[config.mk]
export PLATFORM = sky130hd
export DESIGN_NAME = rv32i_dmem_arbiter
export DESIGN_NICKNAME = d
export VERILOG_FILES = /design/src/rtl/rv32i_dmem_arbiter.sv
export SDC_FILE = /design/constraint.sdc
export NUM_CORES = 1
export LEC_CHECK = 0
export ABC_AREA = 0
export CELL_PAD_IN_SITES_DETAIL_PLACEMENT = 1
export CELL_PAD_IN_SITES_GLOBAL_PLACEMENT = 2
export CORE_ASPECT_RATIO = 0.5
export CORE_MARGIN = 3
export CORE_UTILIZATION = 19
export CTS_CLUSTER_SIZE = 20
export DETAILED_ROUTE_END_ITERATION = 12
export GPL_ROUTABILITY_DRIVEN = 0
export PLACE_DENSITY = 0.92
export REMOVE_ABC_BUFFERS = 1
export SLEW_MARGIN = 5
export SYNTH_ARGS = -nofsm -noshare
export SYNTH_HDL_FRONTEND = slang
export SYNTH_SLANG_ARGS = --single-unit
[constraint.sdc]
create_clock -name clk -period 2.6 [get_ports clk]
set_input_delay 0.52 -clock clk [delete_from_list [all_inputs] [get_ports clk]]
set_output_delay 0.52 -clock clk [all_outputs]
set_load 0.02 [all_outputs]
[src/rtl/rv32i_dmem_arbiter.sv]
// Two-requester arbiter/sequencer for the data port of a synchronous RAM.
// Latency: grant, RAM controls and err are combinational in the grant cycle; rvalid_o/rdata_o are registered RD_LATENCY+1 edges after a read grant.
// Backpressure: requests are level signals held until gnt_o; no grants are issued while a read waits for RAM data.
//
// Ports:
//   clk, reset_n                 clock and asynchronous active-low reset
//   req_i, we_i                  per-requester request level and write/read select
//   addrN_i, widthN_i, signN_i   byte address, access width (00 byte, 01 half, 10 word), sign-extend flag
//   wdataN_i                     right-justified store data
//   gnt_o, err_o                 one-hot grant pulse; one-hot misalign/illegal pulse with the grant
//   rvalid_o, rdata_o            one-hot load-valid pulse and the aligned, extended load data
//   d_addr, d_we, d_be, d_wdata  RAM word address, write enable, byte enables, lane-shifted store data
//   d_rdata                      RAM read data
module rv32i_dmem_arbiter #(
    parameter int FIXED_PRIO = 0,  // 0: round-robin on ties, 1: requester 0 always wins ties
    parameter int RD_LATENCY = 1   // RAM read latency in cycles, 1 or 2
) (
    input  logic        clk,
    input  logic        reset_n,
    input  logic [1:0]  req_i,
    input  logic [1:0]  we_i,
    input  logic [31:0] addr0_i,
    input  logic [31:0] addr1_i,
    input  logic [1:0]  width0_i,
    input  logic [1:0]  width1_i,
    input  logic        sign0_i,
    input  logic        sign1_i,
    input  logic [31:0] wdata0_i,
    input  logic [31:0] wdata1_i,
    output logic [1:0]  gnt_o,
    output logic [1:0]  rvalid_o,
    output logic [1:0]  err_o,
    output logic [31:0] rdata_o,
    output logic [29:0] d_addr,
    output logic        d_we,
    output logic [3:0]  d_be,
    output logic [31:0] d_wdata,
    input  logic [31:0] d_rdata
);

    typedef enum logic [1:0] {
        IDLE    = 2'd0,
        RD_WAIT = 2'd1,
        RD_DONE = 2'd2
    } state_t;

    state_t      state_q, state_d;
    logic        last_q, last_d;      // requester granted most recently
    logic        w_q, w_d;            // requester owning the outstanding read
    logic [1:0]  off_q, off_d;
    logic [1:0]  width_q, width_d;
    logic        sign_q, sign_d;
    logic [1:0]  cnt_q, cnt_d;        // remaining extra wait cycles for the RAM
    logic [1:0]  rvalid_q, rvalid_d;
    logic [31:0] rdata_q, rdata_d;

    // ------------------------------------------------------------------
    // Arbitration. Gating with reset_n keeps every combinational output
    // low while reset is asserted, even if a requester holds req high.
    // ------------------------------------------------------------------
    logic       arb_en;
    logic [1:0] req_eff;
    logic       win;

    assign arb_en  = reset_n && (state_q != RD_WAIT);
    assign req_eff = req_i & {2{arb_en}};

    always_comb begin
        win = 1'b0;
        if (req_eff == 2'b10) begin
            win = 1'b1;
        end else if (req_eff == 2'b11) begin
            win = (FIXED_PRIO != 0) ? 1'b0 : ~last_q;
        end
    end

    // Selected request fields
    logic [31:0] w_addr;
    logic [1:0]  w_width;
    logic        w_sign;
    logic [31:0] w_wdata;
    logic        w_we;
    logic [1:0]  w_off;

    assign w_addr  = win ? addr1_i  : addr0_i;
    assign w_width = win ? width1_i : width0_i;
    assign w_sign  = win ? sign1_i  : sign0_i;
    assign w_wdata = win ? wdata1_i : wdata0_i;
    assign w_we    = we_i[win];
    assign w_off   = w_addr[1:0];

    // Natural alignment check and byte-lane mask of the winning request
    logic       w_legal;
    logic [3:0] w_be;

    always_comb begin
        w_legal = 1'b0;
        w_be    = 4'b0000;
        case (w_width)
            2'b00: begin
                w_legal = 1'b1;
                w_be    = 4'b0001 << w_off;
            end
            2'b01: begin
                w_legal = ~w_off[0];
                w_be    = 4'b0011 << w_off;
            end
            2'b10: begin
                w_legal = (w_off == 2'b00);
                w_be    = 4'b1111;
            end
            default: begin
                w_legal = 1'b0;
                w_be    = 4'b0000;
            end
        endcase
    end

    // ------------------------------------------------------------------
    // Load alignment and extension, using the fields latched at grant.
    // ------------------------------------------------------------------
    logic [31:0] rd_shift;
    logic [31:0] rd_ext;

    assign rd_shift = d_rdata >> {off_q, 3'b000};

    always_comb begin
        rd_ext = rd_shift;
        case (width_q)
            2'b00:   rd_ext = {{24{sign_q & rd_shift[7]}},  rd_shift[7:0]};
            2'b01:   rd_ext = {{16{sign_q & rd_shift[15]}}, rd_shift[15:0]};
            default: rd_ext = rd_shift;
        endcase
    end

    // ------------------------------------------------------------------
    // Next-state and outputs
    // ------------------------------------------------------------------
    always_comb begin
        state_d  = state_q;
        last_d   = last_q;
        w_d      = w_q;
        off_d    = off_q;
        width_d  = width_q;
        sign_d   = sign_q;
        cnt_d    = cnt_q;
        rvalid_d = 2'b00;
        rdata_d  = rdata_q;
        gnt_o    = 2'b00;
        err_o    = 2'b00;
        d_addr   = '0;
        d_we     = 1'b0;
        d_be     = 4'b0000;
        d_wdata  = '0;

        case (state_q)
            // RD_DONE only differs from IDLE by the registered rvalid pulse,
            // so a new access can be granted in the same cycle.
            IDLE, RD_DONE: begin
                state_d = IDLE;
                if (|req_eff) begin
                    gnt_o[win] = 1'b1;
                    last_d     = win;
                    if (!w_legal) begin
                        err_o[win] = 1'b1;
                    end else begin
                        d_addr = w_addr[31:2];
                        d_be   = w_be;
                        if (w_we) begin
                            d_we    = 1'b1;
                            d_wdata = w_wdata << {w_off, 3'b000};
                        end else begin
                            state_d = RD_WAIT;
                            w_d     = win;
                            off_d   = w_off;
                            width_d = w_width;
                            sign_d  = w_sign;
                            cnt_d   = 2'(RD_LATENCY - 1);
                        end
                    end
                end
            end

            // RAM data is valid on d_rdata in the last wait cycle; it is
            // aligned and registered at that cycle's closing edge.
            RD_WAIT: begin
                if (cnt_q == 2'd0) begin
                    state_d       = RD_DONE;
                    rvalid_d[w_q] = 1'b1;
                    rdata_d       = rd_ext;
                end else begin
                    cnt_d = cnt_q - 2'd1;
                end
            end

            default: begin
                state_d = IDLE;
            end
        endcase
    end

    always_ff @(posedge clk or negedge reset_n) begin
        if (!reset_n) begin
            state_q  <= IDLE;
            last_q   <= 1'b1;
            w_q      <= 1'b0;
            off_q    <= 2'b00;
            width_q  <= 2'b00;
            sign_q   <= 1'b0;
            cnt_q    <= 2'd0;
            rvalid_q <= 2'b00;
            rdata_q  <= '0;
        end else begin
            state_q  <= state_d;
            last_q   <= last_d;
            w_q      <= w_d;
            off_q    <= off_d;
            width_q  <= width_d;
            sign_q   <= sign_d;
            cnt_q    <= cnt_d;
            rvalid_q <= rvalid_d;
            rdata_q  <= rdata_d;
        end
    end

    assign rvalid_o = rvalid_q;
    assign rdata_o  = rdata_q;

endmodule

**Yosys cells after proc, flatten, opt, wreduce, memory -nomap -nowiden**

Index checks and enable logic that the tools add are counted.

- Register bits: 45
- Output and inout bits: 105
- Logic and storage cells: 98

- Add/sub/neg operators: 1
- Order comparisons: 4
- Eq/ne operators: 13
- Shift-type cells: 4
- Mux-type cells: 46
- Bitwise logic cells: 6
- Reduce and logical (&&, ||, !) cells: 15

Operator list:

| kind | count |
|---|---|
| 2-to-1 mux 32 bit | 6 |
| 2-to-1 mux 30 bit | 3 |
| one-hot mux 32 bit (2 select lines) | 1 |
| << shifter 32 x 5 -> 32 bit | 1 |
| >> shifter 32 x 5 -> 32 bit | 1 |
| 2-to-1 mux 2 bit | 13 |
| 2-to-1 mux 1 bit | 14 |
| 2-to-1 mux 4 bit | 3 |
| one-hot mux 4 bit (3 select lines) | 1 |
| zero test 2 bit | 5 |
| != test 2 bit, second input constant | 5 |
| equality test 2 bit, second input constant | 4 |
| one-hot mux 2 bit (2 select lines) | 2 |
| equality test 2 x 1 -> 1 bit, second input constant | 3 |
| AND reduction 5 bit | 1 |
| less-than comparator 1 x 2 -> 1 bit, second input constant | 2 |
| AND reduction 2 bit | 2 |
| AND reduction 4 bit | 1 |
| OR reduction 2 bit | 2 |
| << shifter 1 x 2 -> 4 bit, first input constant | 1 |
| << shifter 2 x 2 -> 4 bit, first input constant | 1 |
| logical AND 1 bit | 3 |
| inverter 1 bit | 3 |
| one-hot mux 1 bit (3 select lines) | 1 |
| 7 further kinds | 10 |

**Depth between registers and ports, before layout**

Gate-level depths: netlist of run 1.

- Depth after elaboration: 13
- Depth in mapped cells: 8

**Worst setup path after synthesis of run 1**

OpenSTA, ideal clock, no wires.

- Path type: in2out
- Start point: input port addr0_i[1]
- End point: output port d_wdata[23]
- Arrival: 2.148 ns
- Required time: 2.080 ns
- Path slack: -0.068 ns
- Stages on the path: 8
- Cells stage by stage: clkbuf_1 o21a_1 o22ai_1 nand3_1 a21o_1 buf_2 buf_2 nor3_1

- Longest elaborated chain between the ends: 6
- Elaborated cells on any way between the ends: 8
- Classes of those cells: 1 x shift; 6 x mux; 1 x reduce/logical

Ends and longest elaborated chain:

| what | line | text |
|---|---|---|
| from (decl) | 22 | `input logic [31:0] addr0_i,` |
| 2-to-1 mux 32 bit * | 85 | `assign w_addr = win ? addr1_i : addr0_i;` |
| << shifter 32 x 5 -> 32 bit / zero test 2 bit (equally long branches) | 171, 109 |  |
| 2-to-1 mux 32 bit / one-hot mux 1 bit (3 select lines) (equally long branches) | 169, 99 |  |
| 2-to-1 mux 32 bit * | 164 | `if (!w_legal) begin` |
| 2-to-1 mux 32 bit * | 161 | `if (\|req_eff) begin` |
| 2-to-1 mux 32 bit * | 156 | `case (state_q)` |
| to (decl) | 37 | `output logic [31:0] d_wdata,` |

Every way passes the cells marked *; elsewhere a longest branch is shown, timed or not.

**Final worst setup path of run 1**

- Start point: input port width1_i[0]
- End point: output port d_addr[7]

- Longest elaborated chain between the ends: 6
- Elaborated cells on any way between the ends: 8
- Classes of those cells: 2 x eq/ne; 5 x mux; 1 x reduce/logical

Ends and longest elaborated chain:

| what | line | text |
|---|---|---|
| from (decl) | 25 | `input logic [1:0] width1_i,` |
| 2-to-1 mux 2 bit * | 86 | `assign w_width = win ? width1_i : width0_i;` |
| equality test 2 bit, or another cell as far along | 99 | `case (w_width)` |
| one-hot mux 1 bit (3 select lines) * | 99 |  |
| 2-to-1 mux 30 bit * | 164 |  |
| 2-to-1 mux 30 bit * | 161 |  |
| 2-to-1 mux 30 bit * | 156 |  |
| to (decl) | 34 | `output logic [29:0] d_addr,` |

Marks and branches as above.

==> metrics.md, run 1 <==
| Metric | Value |
|---|---|
| Setup WS post-layout | `-245 ps` |
| Reg2reg start | `last_q` |
| Placed cell area | `just over 8000 um^2` |
| CP max stage delay | `530 ps` |
| Clock Pin Slew Worst Setup and Hold Paths | `70 ps` |
| Top FF cell, synth | `dfrtp_1` |
| Nets | `about 1100` |
| Reg2Reg Depth | `10` |
| Most common cell on crit path | `buf_6` |
| Status | `complete, but fails checks` |
| Setup crit end | `d_addr[7]` |
| HP Class | `input pin to async pin` |
| Min Clock Period, post-route | `2840 ps` |
| PwrDens | `between 500 and 600 nW/um^2` |
| Max-slew violations | `0` |
| Worst EP required | `about 2100 ps` |
| Ys async rst share | `between 90% and 100%` |
| Crit end category | `primary output` |
| Drt drc | `0` |
| RSZ-0062 raised after global routing | `yes` |
| DIE HEIGHT | `~110 um` |
| Post-synth cell types | `54` |
| Clk root buf | `clkbuf_16` |
| Row Count | `38` |
| Register-to-register setup slack | `between 200 and 250 ps` |
| Hold Fails Final Rpt | `0` |
| WP data arrival | `2320 ps` |
| Fin crit share | `109%` |
| Area of the multi-input gates | `about 3800 um^2` |
| Seq/Total Area, Yosys | `roughly 25%` |
| Vias | `a little over 6000` |
| Final ANT Viol Nets | `0` |
| CP Launch Type | `input pin` |
| Final Power | `between 0.005 and 0.006 W` |
| Largest net degree at the start of global routing | `48` |
| Filler cell count | `2580` |
| Syn Inst Count | `approximately 610` |
| Worst-skew pair later-pin latency | `about 280 ps` |
| CP startpoint | `width1_i[0]` |
| Rel. slew slack | `between 40% and 50%` |
| IO Pins | `277` |
| Num CTS Buffers | `5` |
| CTS max path bufs | `2` |
| Vias in the first global route | `6555` |
| CTS tree | `yes` |
| VDD IR max | `slightly above 0.5 mV` |
| CP Max Fanout | `7` |
| Mapped Avg Cell Area | `7.40 um^2` |
| Overflow after GRT | `0` |
| Hold Buf Count CTS | `0` |
| Routed WL | `26200 um` |
| DRT iter0 DRCs | `between 300 and 400` |
| Area delta synth->final | `110%` |
| Chip Width | `223 um` |
| Final setup vio count | `66` |
| Wire length per cell | `approximately 21 um` |
| Leakage | `4.10 nW` |
| Final Cell Area | `9400 um^2` |
| Die ar. | `25500 um^2` |
| Failing checks | `negative setup slack` |
| Reg2reg end | `off_q[1]` |
| Fin util | `between 40% and 50%` |
| DP Wirelength | `~18000 um` |
| Max cap viols | `0` |
| Yosys reg bits | `45` |
| Crit-path cells | `clkdlybuf4s50_1, o22ai_2, and2_4, o21ai_4, buf_6, buf_6, buf_12, a21oi_1, buf_2` |
| Global-route wire length before repair | `37500 um` |
| Commonest non-fill, non-tap cells in the layout | `clkdlybuf4s50_1 (195), nand2_1 (144), buf_4 (95), mux2i_1 (65), buf_6 (62)` |
| Total area of sequential cells | `~1100 um^2` |
| Final TNS setup | `-8540 ps` |
| Critical path's slowest cell | `clkdlybuf4s50_1` |
| Initial antenna violation count | `3` |
| Vias/cell | `roughly 4.9` |
| Clk sinks | `45` |
| Pre-Repair DR Iteration Count | `4` |
| IO buf count | `276` |
| Max Fclk | `approximately 0.35 GHz` |
| GR Util All Layers | `between 10% and 20%` |
| Clk_skew | `4.98 ps` |
| Most common cell after layout, fill and taps aside | `clkdlybuf4s50_1` |
| Post-synth EDFFs | `0` |
| Post-Syn Area | `4470 um^2` |
| H-Tree Depth | `2` |
| Ratio of cells with drive above 1 in the final layout | `around 34%` |
| Syn. warnings | `0` |
| Core Box Area | `roughly 22000 um^2` |
| Initial Utilization | `20.0%` |
| Worst Tran Pin Value | `789 ps` |
| Kind of critical path | `input pin to primary output` |
==> power by group <==
part | switching [W] | total [W] | leakage, nW | internal (W)
sequential | 0.000222 | 0.00122 | 0.558 | 0.000999
clock | 0.000271 | 0.000751 | 0.0831 | 0.000480
combinational | 0.00180 | 0.00351 | 3.46 | 0.00171
==> registers in the layout (all words and copies together), names as in the netlist <==
register	count
rdata_o	32
cnt_q	2
off_q	2
rvalid_o	2
state_q	2
width_q	2
last_q	1
sign_q	1
w_q	1
==> logic make-up (layout without fill, tap and decap cells) <==
kind of cell / after synthesis / count (layout) / synth area share (%)
buffers and inverters: 60 / 402 / 6.18
muxes: 85 / 86 / 20.4
DFF: 45 / 45 / 25.2
other: 0 / 3 / 0
adders and majority gates: 1 / 1 / 0.280
and+or+nand+nor: 265 / 266 / 26.5
AOI/OAI and AO/OA: 145 / 145 / 20.7
xor gates and xnor gates: 4 / 4 / 0.783
==> what timing repair did <==
item | 4_1_cts | 5_1_grt
pin swaps | 16 | 16
endpoints found under the setup margin | 75 | 70
gates resized for setup | 454 | 133
gates cloned | 4 | 4
setup buffers | 15 | 9
==> layout make-up <==
| cell class | instances | share of cell area, % |
|---|---|---|
| Inverter | 8 | 0.346 |
| Tap cell | 300 | 3.99 |
| Sequential cell | 45 | 12.0 |
| Multi-Input combinational cell | 502 | 40.5 |
| Clock buffer | 6 | 1.48 |
| Antenna cell | 3 | 0.0799 |
| Clock inverter | 2 | 0.399 |
| Timing Repair Buffer | 386 | 41.3 |
==> layer usage <==
layer	part of all wire, %	wire (um)	GRT usage [%]
met5	0	0	0
met2	52	13600	35.0
met4	2.7	704	3.38
met1	42	10900	22.5
met3	3.6	938	1.46
==> cells in the mapped netlist (5+ instances only) <==
| cell | n | share of area, % |
|---|---|---|
| a21oi_1 | 68 | 7.6 |
| inv_1 | 7 | 0.59 |
| mux2i_1 | 66 | 15 |
| nor2b_1 | 6 | 0.84 |
| clkbuf_1 | 21 | 1.8 |
| nand2_1 | 145 | 12 |
| nand3_1 | 20 | 2.2 |
| a221o_1 | 9 | 2.0 |
| a211oi_1 | 20 | 3.4 |
| nor3_1 | 11 | 1.2 |
| and3_1 | 7 | 0.98 |
| o21ai_0 | 18 | 2.0 |
| nor2_1 | 50 | 4.2 |
| and3b_1 | 7 | 1.4 |
| mux2_2 | 15 | 3.8 |
| dfrtp_1 | 44 | 25 |
| buf_2 | 23 | 2.6 |
| a211o_1 | 8 | 1.6 |
| buf_1 | 5 | 0.42 |
==> through the flow <==
step / hold WS, ps / instances / setup WS (ps)
2_1_floorplan: 224 / 553 / -1920
3_5_place_dp: 440 / 1211 / -1130
3_3_place_gp: 420 / 1211 / -1090
6_report: 433 / 1252 / -245
5_1_grt: 436 / 1252 / -310
4_1_cts: 413 / 1238 / -214
==> worst min path at each step <==
stage / startpoint / end / slack [ps]
2_1_floorplan: reset_n / cnt_q[0] / 220
3_3_place_gp: w_q / rvalid_o[0] / 420
3_5_place_dp: w_q / rvalid_o[0] / 440
4_1_cts: reset_n / w_q / 410
5_1_grt: reset_n / rvalid_o[0] / 440
6_report: reset_n / w_q / 430
==> critical path: cells and delay by family <==
kind / cells / cell delay [ps]
buffers and inverters: 5 / 1100
AOI/OAI and AO/OA: 3 / 460
and+or+nand+nor: 1 / 230
No activity file was read; power rests on OpenSTA's default activity.
==> run 2, diff against run 1 <==
--- a/config.mk
+++ b/config.mk
@@ -10,11 +10,12 @@
 export CELL_PAD_IN_SITES_GLOBAL_PLACEMENT = 2
 export CORE_ASPECT_RATIO = 0.5
 export CORE_MARGIN = 3
-export CORE_UTILIZATION = 19
+export CORE_UTILIZATION = 17
 export CTS_CLUSTER_SIZE = 20
 export DETAILED_ROUTE_END_ITERATION = 12
 export GPL_ROUTABILITY_DRIVEN = 0
-export PLACE_DENSITY = 0.92
+export PLACE_DENSITY = 0.87
+export RECOVER_POWER = 25
 export REMOVE_ABC_BUFFERS = 1
 export SLEW_MARGIN = 5
 export SYNTH_ARGS = -nofsm -noshare
==> constraint.sdc (replaced) <==
create_clock -name clk -period 2.42 [get_ports clk]
set_input_delay 0.484 -clock clk [delete_from_list [all_inputs] [get_ports clk]]
set_output_delay 0.484 -clock clk [all_outputs]
set_load 0.02 [all_outputs]
==> run 2 against run 1 <==
The flow still finishes with violations (negative setup slack); global-route usage fell by 0.70 points; non-clock buffer count rose by 19; highest routed layer unchanged; total power rose by 7.8%; die area rose by 11%; largest power group unchanged; clock power fell by 6.7%; combinational power rose by 12%; hold slack improved by 7.9 ps; utilization fell by 4.3 points.
==> metrics.md, run 2 (synthesized netlist as in run 1, its figures left out) <==
| Metric | Value |
|---|---|
| Core Box Area | `25500 um^2 (was 22400 um^2)` |
| WP data arrival | `2420 ps (was 2320 ps)` |
| Die ar. | `28400 um^2 (was 25500 um^2)` |
| Initial Utilization | `17.5% (was 20.0%)` |
| Setup WS post-layout | `-486 ps (was -245 ps)` |
| Rel. slew slack | `53.5% (was 47.2%)` |
| Global-route wire length before repair | `39500 um (was 37500 um)` |
| Status | `complete, but fails checks (unchanged)` |
| Worst EP required | `1940 ps (was 2080 ps)` |
| Worst Tran Pin Value | `694 ps (was 789 ps)` |
| CTS tree | `yes (unchanged)` |
| H-Tree Depth | `2 (unchanged)` |
| Final ANT Viol Nets | `0 (unchanged)` |
| CP Max Fanout | `8 (was 7)` |
| Placed cell area | `8120 um^2 (was 8060 um^2)` |
| Num CTS Buffers | `5 (unchanged)` |
| Hold Buf Count CTS | `0 (unchanged)` |
| HP Class | `flip-flop to flip-flop (was input pin to async pin)` |
| Chip Width | `235 um (was 223 um)` |
| Leakage | `4.21 nW (was 4.10 nW)` |
| Drt drc | `0 (unchanged)` |
| Clock Pin Slew Worst Setup and Hold Paths | `70 ps (about the same)` |
| CP max stage delay | `450 ps (was 530 ps)` |
| DP Wirelength | `18900 um (was 18200 um)` |
| Clk sinks | `45 (unchanged)` |
| Crit-path cells | `and2b_1, or3_4, buf_6, nor4b_4, o21ai_1, buf_4, and3b_2, buf_6 (was clkdlybuf4s50_1, o22ai_2, and2_4, o21ai_4, buf_6, buf_6, buf_12, a21oi_1, buf_2)` |
| Vias | `6186 (was 6119)` |
| Final TNS setup | `-22550 ps (was -8540 ps)` |
| Vias/cell | `4.72 (was 4.89)` |
| GR Util All Layers | `17.5% (was 18.2%)` |
| Area delta synth->final | `115% (was 110%)` |
| Max cap viols | `0 (unchanged)` |
| Pre-Repair DR Iteration Count | `4 (unchanged)` |
| Failing checks | `negative setup slack (unchanged)` |
| Min Hold Slack | `441 ps (was 433 ps)` |
| Most common cell on crit path | `buf_6 (unchanged)` |
| Clk root buf | `clkbuf_16 (unchanged)` |
| DRT iter0 DRCs | `373 (was 321)` |
| Filler cell count | `2946 (was 2580)` |
| Fin util | `37.7% (was 42.0%)` |
| Critical path's slowest cell | `or3_4 (was clkdlybuf4s50_1)` |
| Min Clock Period, post-route | `approximately 2900 ps` |
| Initial antenna violation count | `1 (was 3)` |
| Max reg flops | `32 (unchanged)` |
| Final setup vio count | `69 (was 66)` |
| CP Launch Type | `flip-flop (was input pin)` |
| Crit path max-delay family | `simple AND/OR/NAND/NOR gates (was buffers and inverters)` |
| Largest net degree at the start of global routing | `48 (unchanged)` |
| VDD IR max | `0.313 mV (was 0.516 mV)` |
| Wire length per cell | `21.1 um (was 20.9 um)` |
| Clk_skew | `9.06 ps (was 4.98 ps)` |
| IO buf count | `276 (unchanged)` |
| Ratio of cells with drive above 1 in the final layout | `35.8% (was 34.0%)` |
| Final Cell Area | `9640 um^2 (was 9400 um^2)` |
| CTS max path bufs | `2 (unchanged)` |
| Commonest non-fill, non-tap cells in the layout | `clkdlybuf4s50_1 (194), nand2_1 (130), buf_4 (90), buf_6 (71), mux2i_1 (65) (was clkdlybuf4s50_1 (195), nand2_1 (144), buf_4 (95), mux2i_1 (65), buf_6 (62))` |
| DIE HEIGHT | `121 um (was 115 um)` |
| Vias in the first global route | `6598 (was 6555)` |
| Max-slew violations | `0 (unchanged)` |
| Overflow after GRT | `0 (unchanged)` |
| Most common cell after layout, fill and taps aside | `clkdlybuf4s50_1 (unchanged)` |
| Max Fclk | `approximately 0.34 GHz` |
| PwrDens | `613 nW/um^2 (was 583 nW/um^2)` |
| Crit end category | `primary output (unchanged)` |
| RSZ-0062 raised after global routing | `yes (unchanged)` |
| Nets | `1139 (was 1121)` |
| Row Count | `41 (was 38)` |
| IO Pins | `277 (unchanged)` |
| Worst-skew pair later-pin latency | `290 ps (was 280 ps)` |
| Buf+Inv Stages, Crit Path | `3 (was 5)` |
| DP Worst Slack | `-1270 ps (was -1130 ps)` |
| Hold Fails Final Rpt | `0 (unchanged)` |
| Fin crit share | `120%` |
| Routed WL | `27600 um (was 26200 um)` |
| Kind of critical path | `flip-flop to primary output (was input pin to primary output)` |
run 2: changes by cell type in the layout (fill, tap and decap cells not counted), moves of 5 or more:
cell     delta
nand3_4     -6
nand2_2    +12
nand3_2     +6
a21oi_1     +8
a21oi_2     -5
buf_2       +9
buf_6       +9
nand2_1    -14
buf_4       -5
run 2: final cells by class:
cell class	instances	area, um^2	area share [%]
clock inverter	1	7.51	0.0779
multi-input combinational	501	3790	39.3
timing repair buffer	405	4110	42.6
inverter	8	32.5	0.337
tap	344	430	4.47
sequential	45	1130	11.7
antenna	1	2.50	0.0260
clock buffer	6	139	1.44
run 2: power breakdown:
group | internal, W | switching, W
combinational | 0.00190 | 0.00201
clock | 0.000406 | 0.000295
sequential | 0.00107 | 0.000214
total | 0.00338 | 0.00252
run 2: per-layer routing:
metal	vias up	track usage, %	part of all wire (%)
li1	2860	-	-
met1	3129	21.8	42
met2	157	33.7	53
met3	40	1.32	3.0
met4	0	2.66	2.1
met5	-	0	0
run 2: final timing paths:
check / start / to / slack, ps / depth (start not counted)
min reg2reg: w_q / rvalid_o[0] / 440 / 1
max in group asynchronous: reset_n / last_q / 1560 / 3
max: state_q[0] / d_wdata[12] / -490 / 8
min: w_q / rvalid_o[0] / 440 / 1
max reg2reg: state_q[0] / off_q[0] / 100 / 11
min in group asynchronous: reset_n / state_q[1] / 600 / 3
run 2: what timing repair did:
item,in CTS,in global routing
gates resized for setup,523,65
setup buffers,28,5
gates cloned,7,5
endpoints found under the setup margin,78,69
pin swaps,27,22
run 2: metrics by stage:
| step | std cells | total power [W] |
|---|---|---|
| after floorplan | 553 | 0.00292 |
| after global placement | 1261 | 0.00459 |
| after detailed placement | 1261 | 0.00466 |
| after CTS | 1302 | 0.00577 |
| after global routing | 1311 | 0.00626 |
| final | 1311 | 0.00590 |
==> run 3, diff against run 2 <==
--- a/config.mk
+++ b/config.mk
@@ -17,7 +17,7 @@
 export PLACE_DENSITY = 0.87
 export RECOVER_POWER = 25
 export REMOVE_ABC_BUFFERS = 1
-export SLEW_MARGIN = 5
+export SLEW_MARGIN = 10
 export SYNTH_ARGS = -nofsm -noshare
 export SYNTH_HDL_FRONTEND = slang
 export SYNTH_SLANG_ARGS = --single-unit
==> results of run 3 <==
Same layout as run 2: the final DEF is identical, and so are final timing and power.
